### src/rtl/sm4_pkg.sv
// Shared types for the SM4 request scheduler: widths, FSM state encoding and
// the latched request payload.
package sm4_pkg;

  localparam int unsigned SM4_BLK_W = 128;
  localparam int unsigned SM4_KEY_W = 128;

  // Scheduler FSM states
  typedef enum logic [2:0] {
    IDLE  = 3'd0,
    KEY   = 3'd1,
    KWAIT = 3'd2,
    DATA  = 3'd3,
    DWAIT = 3'd4,
    RESP  = 3'd5
  } sm4_state_t;

  // One accepted request: direction, key and data block
  typedef struct packed {
    logic                 flag;
    logic [SM4_KEY_W-1:0] key;
    logic [SM4_BLK_W-1:0] din;
  } sm4_req_t;

endpackage

### src/rtl/sm4_sched.sv
// Request scheduler in front of a single sm4_core. Accepts one request at a
// time, reloads the core key only when it differs from the last loaded key,
// drives the core key/data pulses and returns the result over valid/ready.
// Optional watchdog: define SM4_SCHED_TIMEOUT_EN to abort a stalled KWAIT or
// DWAIT after TIMEOUT_CYC cycles and raise the sticky o_err flag.
module sm4_sched
  import sm4_pkg::*;
#(
  parameter int unsigned TIMEOUT_CYC = 1024,
  parameter int unsigned CNT_W       = 11
) (
  input  logic                 i_clk,
  input  logic                 i_rst,
  input  logic                 i_req_valid,
  output logic                 o_req_ready,
  input  logic                 i_req_flag,
  input  logic [SM4_KEY_W-1:0] i_req_key,
  input  logic [SM4_BLK_W-1:0] i_req_din,
  output logic                 o_rsp_valid,
  input  logic                 i_rsp_ready,
  output logic [SM4_BLK_W-1:0] o_rsp_dout,
  output logic                 o_rsp_flag,
  output logic                 o_core_flag,
  output logic [SM4_KEY_W-1:0] o_core_key,
  output logic                 o_core_key_en,
  output logic [SM4_BLK_W-1:0] o_core_din,
  output logic                 o_core_din_en,
  input  logic [SM4_BLK_W-1:0] i_core_dout,
  input  logic                 i_core_dout_en,
  input  logic                 i_core_key_ok,
  output logic                 o_busy,
  output logic                 o_err
);

  localparam longint unsigned WD_SPAN = 64'd1 << CNT_W;

  // Reject a watchdog counter too narrow to reach TIMEOUT_CYC
  if (CNT_W == 0 || TIMEOUT_CYC == 0 || WD_SPAN <= 64'(TIMEOUT_CYC)) begin : g_bad_cfg
    $error("sm4_sched: CNT_W too narrow for TIMEOUT_CYC");
  end

  sm4_state_t           state, state_d;
  sm4_req_t             req_q, req_d;
  logic [SM4_KEY_W-1:0] key_q, key_d;
  logic                 key_vld, key_vld_d;
  logic                 kwait_first, kwait_first_d;

  logic                 req_ready_d;
  logic                 rsp_valid_d;
  logic [SM4_BLK_W-1:0] rsp_dout_d;
  logic                 rsp_flag_d;
  logic                 core_flag_d;
  logic [SM4_KEY_W-1:0] core_key_d;
  logic                 core_key_en_d;
  logic [SM4_BLK_W-1:0] core_din_d;
  logic                 core_din_en_d;
  logic                 busy_d;

`ifdef SM4_SCHED_TIMEOUT_EN
  logic [CNT_W-1:0]     wd_cnt, wd_cnt_d;
  logic                 wd_hit;
  logic                 err_d;
`endif

  // Next-state and next-output logic; every registered output holds by default
  always_comb begin
    state_d       = state;
    req_d         = req_q;
    key_d         = key_q;
    key_vld_d     = key_vld;
    kwait_first_d = kwait_first;
    rsp_valid_d   = o_rsp_valid;
    rsp_dout_d    = o_rsp_dout;
    rsp_flag_d    = o_rsp_flag;
    core_flag_d   = o_core_flag;
    core_key_d    = o_core_key;
    core_key_en_d = 1'b0;
    core_din_d    = o_core_din;
    core_din_en_d = 1'b0;
`ifdef SM4_SCHED_TIMEOUT_EN
    err_d         = o_err;
    wd_hit        = 1'b0;
    wd_cnt_d      = wd_cnt;
`endif

    case (state)
      IDLE: begin
        if (i_req_valid && o_req_ready) begin
          req_d.flag = i_req_flag;
          req_d.key  = i_req_key;
          req_d.din  = i_req_din;
          if (!key_vld || (i_req_key != key_q)) begin
            // Key differs from what the core holds: expand it first
            state_d       = KEY;
            key_vld_d     = 1'b0;
            core_key_d    = i_req_key;
            core_key_en_d = 1'b1;
          end else begin
            // Core already holds this key: issue the block straight away
            state_d       = DATA;
            core_din_d    = i_req_din;
            core_flag_d   = i_req_flag;
            core_din_en_d = 1'b1;
          end
        end
      end

      KEY: begin
        key_d         = req_q.key;
        state_d       = KWAIT;
        kwait_first_d = 1'b1;
      end

      KWAIT: begin
        // key_ok on the first cycle still reflects the previous key
        if (kwait_first) begin
          kwait_first_d = 1'b0;
        end else if (i_core_key_ok) begin
          key_vld_d     = 1'b1;
          state_d       = DATA;
          core_din_d    = req_q.din;
          core_flag_d   = req_q.flag;
          core_din_en_d = 1'b1;
        end
      end

      DATA: begin
        state_d = DWAIT;
      end

      DWAIT: begin
        if (i_core_dout_en) begin
          state_d     = RESP;
          rsp_valid_d = 1'b1;
          rsp_dout_d  = i_core_dout;
          rsp_flag_d  = req_q.flag;
        end
      end

      RESP: begin
        if (i_rsp_ready) begin
          state_d     = IDLE;
          rsp_valid_d = 1'b0;
        end
      end

      default: begin
        state_d = IDLE;
      end
    endcase

`ifdef SM4_SCHED_TIMEOUT_EN
    // Abort a wait that made no progress for TIMEOUT_CYC cycles
    wd_hit = ((state == KWAIT) || (state == DWAIT)) && (state_d == state) &&
             (wd_cnt == CNT_W'(TIMEOUT_CYC - 1));
    if (wd_hit) begin
      state_d       = IDLE;
      key_vld_d     = 1'b0;
      kwait_first_d = 1'b0;
      rsp_valid_d   = 1'b0;
      err_d         = 1'b1;
    end
    if (state_d != state) begin
      wd_cnt_d = '0;
    end else if ((state == KWAIT) || (state == DWAIT)) begin
      wd_cnt_d = wd_cnt + CNT_W'(1);
    end else begin
      wd_cnt_d = '0;
    end
`endif

    req_ready_d = (state_d == IDLE);
    busy_d      = (state_d != IDLE);
  end

  // FSM state register
  always_ff @(posedge i_clk) begin
    if (i_rst) begin
      state <= IDLE;
    end else begin
      state <= state_d;
    end
  end

  // Request/key bookkeeping and registered outputs
  always_ff @(posedge i_clk) begin
    if (i_rst) begin
      req_q         <= '0;
      key_q         <= '0;
      key_vld       <= 1'b0;
      kwait_first   <= 1'b0;
      o_req_ready   <= 1'b0;
      o_rsp_valid   <= 1'b0;
      o_rsp_dout    <= '0;
      o_rsp_flag    <= 1'b0;
      o_core_flag   <= 1'b0;
      o_core_key    <= '0;
      o_core_key_en <= 1'b0;
      o_core_din    <= '0;
      o_core_din_en <= 1'b0;
      o_busy        <= 1'b0;
    end else begin
      req_q         <= req_d;
      key_q         <= key_d;
      key_vld       <= key_vld_d;
      kwait_first   <= kwait_first_d;
      o_req_ready   <= req_ready_d;
      o_rsp_valid   <= rsp_valid_d;
      o_rsp_dout    <= rsp_dout_d;
      o_rsp_flag    <= rsp_flag_d;
      o_core_flag   <= core_flag_d;
      o_core_key    <= core_key_d;
      o_core_key_en <= core_key_en_d;
      o_core_din    <= core_din_d;
      o_core_din_en <= core_din_en_d;
      o_busy        <= busy_d;
    end
  end

`ifdef SM4_SCHED_TIMEOUT_EN
  // Watchdog counter and sticky abort flag
  always_ff @(posedge i_clk) begin
    if (i_rst) begin
      wd_cnt <= '0;
      o_err  <= 1'b0;
    end else begin
      wd_cnt <= wd_cnt_d;
      o_err  <= err_d;
    end
  end
`else
  assign o_err = 1'b0;
`endif

endmodule
### config.mk
export PLATFORM = sky130hd
export DESIGN_NAME = sm4_sched
export DESIGN_NICKNAME = d
export VERILOG_FILES = /design/src/rtl/sm4_pkg.sv /design/src/rtl/sm4_sched.sv
export SDC_FILE = /design/constraint.sdc
export NUM_CORES = 2
export LEC_CHECK = 0
export BUFFER_PORTS_ARGS = -buffer_cell sky130_fd_sc_hd__buf_4
export CORE_AREA = 2 2 302 304
export CTS_CLUSTER_DIAMETER = 80
export DETAILED_ROUTE_END_ITERATION = 16
export DIE_AREA = 0 0 304 306
export PLACE_DENSITY = 0.63
export SYNTH_ARGS = -nofsm -noshare
export SYNTH_HDL_FRONTEND = slang
export SYNTH_SLANG_ARGS = --single-unit
### constraint.sdc
create_clock -name i_clk -period 4.6 [get_ports i_clk]
set_clock_uncertainty 0.2 [all_clocks]
set_input_delay 0.23 -clock i_clk [delete_from_list [all_inputs] [get_ports i_clk]]
set_output_delay 0.23 -clock i_clk [all_outputs]
set_load 0.1 [all_outputs]
==> impl_metrics.yaml <==
die:
  start_util_pct: 35.0
  rows: 110
  core_sq_um: 89600
  io-pin-count: 783
  die_w_microns: 304
  dieHeight_microns: 306
  die-area_sq_um: 93000
layout:
  final-seq-area_sq_um: 15600
  final.fill_count: 8374
  area_delta_synth_final_pct: 44.4
  nets: 5241
  drive_gt1_share_pct: 21.9
  multi_input_area_sq_um: 13800
clocking:
  clockRootBuffer: "clkbuf_16"
  clk_path_buf_depth: 3
  cts_tree: "yes"
  cts_buffers: 87
  clkTransAtPathRegs_ns: 0.06
  insertion_delay_ns: 0.67
  cts.sink_count: 781
  postCtsResizedCells: 0
  h-tree-depth: 3
logic_synthesis:
  synth_top_flop_cell: "dfxtp_1"
  ys_seq_area_share_pct: 49.9
  synth_edf_count: 0
  synth-seq-cells: 781
  synth_top_family_by_area: "compound AO/OA/AOI/OAI gates"
  synth_compound_area_share_pct: 22.5
  yosys_warnings: 0
  synth_fa_ha_area_share_pct: 0
  syn_avg_cell_area_sq_um: 8.13
  synth_mux_area_share_pct: 0
  synth-xor-area-share_pct: 1.54
  syn_inst: 3855
  async_flop_share_pct: 0
  synth_nets: 4246
  synthSimpleGateAreaFrac_pct: 19.8
  syn_area_sq_um: 31300
  yosys.cell_types.count: 37
status:
  status: "finished clean"
critical_path:
  critPathTopFamily: "simple AND/OR/NAND/NOR gates"
  path_buf_inv: 3
  start_kind: "input pin"
  cp-end-kind: "flop"
  path_max_fanout: 34
  cp_slowest_stage_delay_ns: 0.60
  required_ns: 4.94
  cp_slowest_cell: "or4_4"
  worstSetupPathType: "input pin to flop"
  cp.arrival_ns: 4.13
  crit_chain: "dlygate4sd3_1 -> buf_4 -> xnor2_1 -> nand3_1 -> nor4_1 -> nand4_1 -> or4_4 -> a21o_4 -> buf_12 -> a221oi_1"
grt:
  grt_max_degree: 169
  overflow: 0
  grt_pass1_wl_mm: 187
  antenna_found_initial: 21
  grtUsageTotal_pct: 26.0
  first_global_vias: 28800
sta:
  hold_viol_final: 0
  setup_violations: 0
  hold_ws_ns: 0.189
  slew-limit-headroom_pct: 31.2
  period_minus_slack_ns: 3.78
  period_share_pct: 82.3
  worst_pin_slew_ns: 1.03
  rsz0062_at_grt: "no"
  timing.fmax_mhz: 264
  worst_slack_ns: 0.815
  slew_viol_final: 0
  tns_ns: 0
detailed_routing:
  top_layer: "met5"
  drtIter0Drc: 3069
  drc: 0
  met2_length_mm: 58.5
  drtAntennaViolNets: 0
  first_pass_iters: 5
  routed_wl_mm: 128
  routedWlPerCell_microns: 20.9
  via_count: 31300
  drt-met1-wl_mm: 55.7
  via_per_inst: 5.12
  route.met3.wl_mm: 8.84
worst_hold_path:
  hp-class: "input pin to flop"
power_and_ir_drop:
  p_total_uw: 18100
  ir_drop_mv: 0.294
  power_leakage_uw: 0.0168
  p_per_area_nw_per_um2: 400
place:
  gp_congestion: 0.911
  dp_hpwl_mm: 87.0
  place.port_buffers: 781
  dpl_worst_slack_ns: 0.725
job:
  drv_cap: 0
==> placed cells by master (no fill, tap or decap), types with 17 or more instances in the layout <==
cell type,instances
a211oi_1,130
a21oi_1,649
a221oi_1,29
a221oi_2,100
buf_12,25
buf_4,801
clkbuf_1,17
clkbuf_16,88
clkbuf_8,18
dfxtp_1,781
dlygate4sd3_1,411
inv_1,166
nand2_1,1031
nand2b_1,39
nand3_1,129
nor2b_1,180
o21ai_0,131
xnor2_1,53
==> through the flow <==
step	instance area, sq um	util, %	std cells
floorplan	31300	-	3855
global placement	38100	42.5	5526
detailed placement	38100	42.5	5526
CTS	45200	50.5	6092
global route	45200	50.5	6101
finish	45200	50.5	6108
==> registers in the layout, summed over array words and instances (netlist names) <==
name           flops
key_q            128
o_rsp_flag         1
o_req_ready        1
key_vld            1
o_rsp_valid        1
o_core_flag        1
o_core_key       128
o_core_key_en      1
state              3
kwait_first        1
req_q            257
o_core_din_en      1
o_rsp_dout       128
o_busy             1
o_core_din       128
==> path summary, 6_finish.rpt <==
kind         cells after the start  slack, ns           start             to
max                             10       0.82  i_req_key[126]  o_core_din[9]
min                              4       0.19   i_req_key[84]     req_q[212]
max reg2reg                      8       0.82      key_q[114]  o_core_din[9]
min reg2reg                      2       0.24      req_q[145]      key_q[17]
==> synthesized netlist by cell type (2+ instances only) <==
library cell	n	share of area (%)
a21oi_1	649	10
a211oi_1	130	3.1
o21ai_0	131	2.1
a221oi_1	29	0.81
buf_6	11	0.40
nor3_1	6	0.096
xor2_1	2	0.056
o2111ai_1	13	0.36
a221oi_2	100	4.8
nand4_1	16	0.32
nor4_1	13	0.26
nand2_1	1034	12
nor2_1	11	0.13
nand3_1	130	2.1
inv_1	166	2.0
clkbuf_1	290	3.5
dfxtp_1	781	50
nor2b_1	180	3.6
buf_2	13	0.21
buf_1	17	0.20
xnor2_1	53	1.5
a2111o_1	16	0.57
nand2b_1	39	0.78
and2_1	3	0.060
o22ai_1	10	0.20
==> where the power goes <==
group          leakage, uW  internal, uW  total [uW]  switching, uW
registers          0.00633          7070        7230            161
clock network      0.00148          4350        7370           3020
logic              0.00900          1080        3520           2430
==> worst reg2reg max path, delay by kind of cell (launching register included) <==
kind	cells	cell delay, ns
AND/OR/NAND/NOR	4	1.58
buffers and inverters	1	0.26
XOR/XNOR	1	0.53
AO/OA/AOI/OAI	2	0.78
flip-flops	1	0.32
==> what timing repair did <==
item | CTS | global route
hold buffers | 411 | 0
setup buffers | 0 | 0
hold endpoints to repair | 651 | 0
==> per-layer routing <==
metal  GRT usage (%)  vias up
li1                -    15000
met1            35.0    14900
met2            41.0     1131
met3            5.34      210
met5               0        -
met4            10.2       16
==> cells by family (layout without fill, tap and decap cells) <==
kind of cell	after synthesis	count (layout)
AO/OA/AOI/OAI	1083	1083
flip-flops	781	781
AND/OR/NAND/NOR	1437	1437
buffers and inverters	498	1559
XOR/XNOR	55	55
other	1	17
==> final cells by class <==
type / count / area share (%)
diodes: 16 / 0.0885
multi-input cells: 2576 / 30.5
clock buffers: 123 / 5.56
well taps: 1176 / 3.25
repair buffers: 1238 / 23.5
clock inverters: 32 / 1.14
inverters: 166 / 1.38
flip-flops and latches: 781 / 34.6
(Power assumes the default switching activity.)
